`src/rtl/hazard_pkg.sv`:
```
// Shared types and constants for the load-use / freeze hazard controller.
package hazard_pkg;

    typedef enum logic {
        RUN    = 1'b0,
        FREEZE = 1'b1
    } state_t;

    localparam int REG_ZERO = 0;

    // Countdown width able to hold LOAD_LAT-1 with headroom.
    function automatic int cnt_width(input int load_lat);
        return $clog2(load_lat) + 1;
    endfunction

endpackage

```
`src/rtl/hazard_scoreboard.sv`:
```
// Per-register load countdown array.
// Entries set on an advancing load, decrement while advancing, and hold during a freeze.
module hazard_scoreboard
    import hazard_pkg::*;
#(
    parameter int REG_AW   = 5,
    parameter int LOAD_LAT = 1
) (
    input  logic              clk,
    input  logic              rst_n,
    input  logic              advance,
    input  logic              set_en,
    input  logic [REG_AW-1:0] set_addr,
    input  logic [REG_AW-1:0] rd1_addr,
    input  logic [REG_AW-1:0] rd2_addr,
    output logic              busy1,
    output logic              busy2
);

    localparam int N     = 2 ** REG_AW;
    localparam int CNT_W = cnt_width(LOAD_LAT);
    localparam logic [CNT_W-1:0] RELOAD = CNT_W'(LOAD_LAT - 1);

    logic [CNT_W-1:0] cnt [N];

    // A set on the same entry overrides that entry's decrement.
    always_ff @(posedge clk or negedge rst_n) begin
        if (!rst_n) begin
            for (int i = 0; i < N; i++) begin
                cnt[i] <= '0;
            end
        end else if (advance) begin
            for (int i = 0; i < N; i++) begin
                if (set_en && (set_addr == REG_AW'(i))) begin
                    cnt[i] <= RELOAD;
                end else if (cnt[i] != '0) begin
                    cnt[i] <= cnt[i] - 1'b1;
                end
            end
        end
    end

    assign busy1 = (cnt[rd1_addr] != '0);
    assign busy2 = (cnt[rd2_addr] != '0);

endmodule

```
`src/rtl/hazard_unit_mc.sv`:
```
// Load-use and pipeline-freeze controller with configurable load latency and freeze watchdog.
// Define HAZ_PERF_EN to add the stall/freeze/flush event counters.
module hazard_unit_mc
    import hazard_pkg::*;
#(
    parameter int REG_AW    = 5,
    parameter int LOAD_LAT  = 1,
    parameter int WDT_W     = 8,
    parameter int WDT_LIMIT = 200
) (
    input  logic              clk_i,
    input  logic              rst_i,
    input  logic [REG_AW-1:0] RS1addr_i,
    input  logic [REG_AW-1:0] RS2addr_i,
    input  logic              RS1use_i,
    input  logic              RS2use_i,
    input  logic              EX_MemRead_i,
    input  logic [REG_AW-1:0] EX_RDaddr_i,
    input  logic              MemBusy_i,
    input  logic              BranchTaken_i,
    output logic              NoOp_o,
    output logic              Stall_o,
    output logic              PCWrite_o,
    output logic              Flush_o,
    output logic              Freeze_o,
    output logic              Timeout_o,
`ifdef HAZ_PERF_EN
    output logic [31:0]       LuStallCnt_o,
    output logic [31:0]       FreezeCnt_o,
    output logic [31:0]       FlushCnt_o,
`endif
    output state_t            State_o
);

    localparam logic [REG_AW-1:0] ZERO = REG_AW'(REG_ZERO);

    state_t           state;
    logic [WDT_W-1:0] wdt;
    logic [WDT_W-1:0] wdt_next;
    logic             timeout;
    logic             ex_load;
    logic             sb_busy1;
    logic             sb_busy2;
    logic             hit1;
    logic             hit2;
    logic             lu;

    assign ex_load = EX_MemRead_i && (EX_RDaddr_i != ZERO);

    hazard_scoreboard #(
        .REG_AW   (REG_AW),
        .LOAD_LAT (LOAD_LAT)
    ) u_scoreboard (
        .clk      (clk_i),
        .rst_n    (rst_i),
        .advance  (!MemBusy_i),
        .set_en   (ex_load),
        .set_addr (EX_RDaddr_i),
        .rd1_addr (RS1addr_i),
        .rd2_addr (RS2addr_i),
        .busy1    (sb_busy1),
        .busy2    (sb_busy2)
    );

    assign hit1 = RS1use_i && (RS1addr_i != ZERO) &&
                  ((ex_load && (EX_RDaddr_i == RS1addr_i)) || sb_busy1);
    assign hit2 = RS2use_i && (RS2addr_i != ZERO) &&
                  ((ex_load && (EX_RDaddr_i == RS2addr_i)) || sb_busy2);
    assign lu   = hit1 || hit2;

    // Reset gates every control so an asserted reset releases the pipeline at once.
    always_comb begin
        NoOp_o    = 1'b0;
        Stall_o   = 1'b0;
        PCWrite_o = 1'b1;
        Flush_o   = 1'b0;
        Freeze_o  = 1'b0;
        if (rst_i) begin
            if (MemBusy_i) begin
                Freeze_o  = 1'b1;
                Stall_o   = 1'b1;
                PCWrite_o = 1'b0;
            end else if (lu) begin
                NoOp_o    = 1'b1;
                Stall_o   = 1'b1;
                PCWrite_o = 1'b0;
            end else if (BranchTaken_i) begin
                Flush_o   = 1'b1;
            end
        end
    end

    assign wdt_next = MemBusy_i ? ((wdt == '1) ? wdt : wdt + 1'b1) : '0;

    always_ff @(posedge clk_i or negedge rst_i) begin
        if (!rst_i) begin
            state   <= RUN;
            wdt     <= '0;
            timeout <= 1'b0;
        end else begin
            state <= MemBusy_i ? FREEZE : RUN;
            wdt   <= wdt_next;
            if (int'(wdt_next) >= WDT_LIMIT) begin
                timeout <= 1'b1;
            end
        end
    end

    assign Timeout_o = timeout;
    assign State_o   = state;

`ifdef HAZ_PERF_EN
    always_ff @(posedge clk_i or negedge rst_i) begin
        if (!rst_i) begin
            LuStallCnt_o <= '0;
            FreezeCnt_o  <= '0;
            FlushCnt_o   <= '0;
        end else begin
            if (MemBusy_i) begin
                FreezeCnt_o <= FreezeCnt_o + 32'd1;
            end else if (lu) begin
                LuStallCnt_o <= LuStallCnt_o + 32'd1;
            end else if (BranchTaken_i) begin
                FlushCnt_o <= FlushCnt_o + 32'd1;
            end
        end
    end
`endif

endmodule

```
`config.mk`:
```
export PLATFORM = sky130hd
export DESIGN_NAME = hazard_unit_mc
export DESIGN_NICKNAME = d
export VERILOG_FILES = /design/src/rtl/hazard_pkg.sv /design/src/rtl/hazard_scoreboard.sv /design/src/rtl/hazard_unit_mc.sv
export SDC_FILE = /design/constraint.sdc
export NUM_CORES = 1
export LEC_CHECK = 0
export BUFFER_PORTS_ARGS = -buffer_cell sky130_fd_sc_hd__buf_2
export CAP_MARGIN = 0
export CORE_MARGIN = 4
export CORE_UTILIZATION = 41
export DETAILED_ROUTE_END_ITERATION = 6
export MAX_ROUTING_LAYER = met4
export PLACE_DENSITY = 0.73
export SYNTH_ARGS = -nofsm -noshare
export SYNTH_HDL_FRONTEND = slang
export SYNTH_HIERARCHICAL = 1
export SYNTH_SLANG_ARGS = --single-unit
```
`constraint.sdc`:
```
create_clock -name clk_i -period 1.7 [get_ports clk_i]
set_clock_uncertainty 0.1 [all_clocks]
set_input_delay 0 -clock clk_i [delete_from_list [all_inputs] [get_ports clk_i]]
set_output_delay 0 -clock clk_i [all_outputs]
set_load 0.03 [all_outputs]
```
==> flow_summary.json <==
{
  "synth_cell_types": 31,
  "outcome": "complete, no violations",
  "gr-total-overflow": 0,
  "holdWs_ns": 0.03675,
  "antenna_found_initial": 0,
  "synthArstFlopShare_pct": 100.0,
  "power_frac_seq_pct": 46.3,
  "dp_hpwl_um": 1388,
  "io_buffers": 28,
  "intPower_mw": 0.3859,
  "nets": 140,
  "antenna_cells": 0,
  "fillers": 125,
  "via_per_inst": 5.542,
  "post-cts-setup-buffer-count": 0,
  "regToRegStartpoint": "wdt[0]",
  "root_buffer": "clkbuf_4",
  "grt_pass1_vias": 668,
  "mostFrequentLayoutCell": "buf_2",
  "area_growth_pct": 40.39,
  "cts_buffers": 3,
  "die_y_um": 49.42,
  "power_switching_mw": 0.1619,
  "cp.required_ns": 1.80,
  "cts_tree": "yes",
  "vdd_drop_max_mv": 0.3282,
  "gp_congestion": 0.8445,
  "synth_edf_count": 0,
  "worstSkewPairLatency_ns": 0.27,
  "pwr-share-comb_pct": 24.1,
  "synth-seq-cells": 10,
  "drt-total-wl_um": 1927,
  "cts_buffer_depth": 2,
  "ant_nets": 0,
  "cp-start-kind": "flip-flop",
  "first_pass_iters": 4,
  "grt_pass1_wl_um": 2932,
  "fin_area_um2": 987.2,
  "die_area_um2": 2442,
  "grt_max_degree": 16,
  "h-tree-depth": 1,
  "place_area_um2": 894.6,
  "cp_max_fo": 4,
  "hold_violations": 0,
  "setup_viol": 0,
  "syn_area_per_cell_um2": 9.015,
  "synth-seq-area-share_pct": 35.59,
  "fp.dieW_um": 49.42,
  "worst_r2r_path_depth": 6,
  "syn_area_um2": 703.2,
  "reg2reg_slack_ns": 0.04,
  "hold_class": "in -> async",
  "io_pins": 29,
  "arrival_ns": 1.76,
  "ys_warn_count": 6,
  "drv_slew": 0,
  "min_period_ns": 1.655,
  "power_density_nw_per_um2": 554.9,
  "place_ws_ns": -0.02342,
  "synthCells": 78,
  "fmax_mhz": 604.1,
  "total_power_mw": 0.5478,
  "layout_common_cells": "buf_2 (28), dfrtp_1 (9), xor2_1 (7)",
  "path_class": "reg -> reg",
  "clkTransAtPathRegs_ns": 0.06,
  "grt_util_all_layers_pct": 16.76,
  "synth_flop_cell": "dfrtp_1",
  "placement_rows": 14,
  "reg2reg_to": "Timeout_o",
  "regArea_um2": 251.5,
  "multiInputGateArea_um2": 484.2,
  "drc_errors": 0,
  "crit_path_end_kind": "flip-flop",
  "p_leak_nw": 0.4494,
  "sw_frac_of_total_pct": 29.56,
  "drive_above_1_share_pct": 40.00,
  "fin_crit_sh_pct": 97.37,
  "core_area_um2": 1559,
  "crit_start": "wdt[0]",
  "cts_sinks": 10,
  "wl_per_cell_um": 14.71,
  "p_clk_share_pct": 29.5,
  "drt_iter0_drc": 5,
  "initial_core_util_pct": 45.10,
  "fin_ws_ns": 0.04471,
  "vias": 726,
  "cap_viol_max_count": 0,
  "tns_ns": 0
}
## metal layers
layer	vias to the layer above	share of wire (%)	global-route usage (%)
met1	332	39	18.69
met2	25	55	26.12
li1	366	-	-
met3	3	5.2	5.505
met4	0	1.1	9.677
met5	-	0	-
## state kept, by name, summed over array words and instances (netlist names)
signal / flops
wdt: 8
State_o: 1
Timeout_o: 1
## metrics by stage
step	cells	utilization, %
floorplan	79	-
global placement	126	57.38
detailed placement	126	57.38
CTS	131	60.43
global route	131	63.32
finish	131	63.32
## worst max path at each step
| stage | endpoint | slack (ns) | cells after the start |
|---|---|---|---|
| floorplan | Timeout_o | 0.02 | 7 |
| global placement | Timeout_o | 0.05 | 6 |
| detailed placement | Timeout_o | -0.02 | 6 |
| CTS | Timeout_o | 0.005 | 7 |
| global route | NoOp_o | -0.01 | 7 |
| finish | Timeout_o | 0.04 | 6 |
## cells by family after synthesis
family                     Yosys count  share of synthesized area, %
xor gates and xnor gates            11                         13.70
and+or+nand+nor                     29                         24.20
muxes                                1                         1.424
buffers and inverters                4                         3.379
adders and majority gates            1                         1.779
other                                1                        0.5333
DFF                                 10                         35.59
AOI/OAI and AO/OA                   21                         19.39
## power groups by stage
stage               logic (mW)  clock network, mW  registers, mW
finish                   0.132              0.162          0.254
global placement         0.116                  0          0.255
CTS                      0.123              0.166          0.252
detailed placement       0.119                  0          0.255
floorplan               0.0623                  0          0.257
global route             0.146              0.186          0.255
## critical path, stage by stage, from the launching register on
cell and delay, ns:
dfrtp_1 0.41, ha_4 0.17, nand3_2 0.07, or3_4 0.42
a211oi_4 0.24, nor4_1 0.08, nor2_1 0.10
## cell type report
class	instances	area share, %
clock buffer	3	2.281
timing repair buffer	36	20.79
inverter	1	0.3802
tap	16	2.028
sequential	10	25.48
multi-input combinational	65	49.05
## cell usage after synthesis, types with 2 or more instances
cell type	number	area, um^2
and2_1	2	12.51
nor3_1	5	25.02
nand2_1	3	11.26
a41oi_1	2	17.52
dfrtp_1	10	250.2
o21a_1	2	15.01
o21ai_0	6	30.03
xnor2_1	4	35.03
a31oi_1	3	18.77
or4_1	3	22.52
nor2_1	4	15.01
a21oi_1	5	25.02
xor2_1	7	61.31
and4_1	2	17.52
and3_1	3	18.77
buf_4	2	15.01
## repair_timing
item,CTS,global route
hold buffers,2,0
endpoints found under the setup margin,1,5
pin swaps,0,1
endpoints found under the hold margin,14,0
resized for setup,1,7
(Power assumes the default switching activity.)
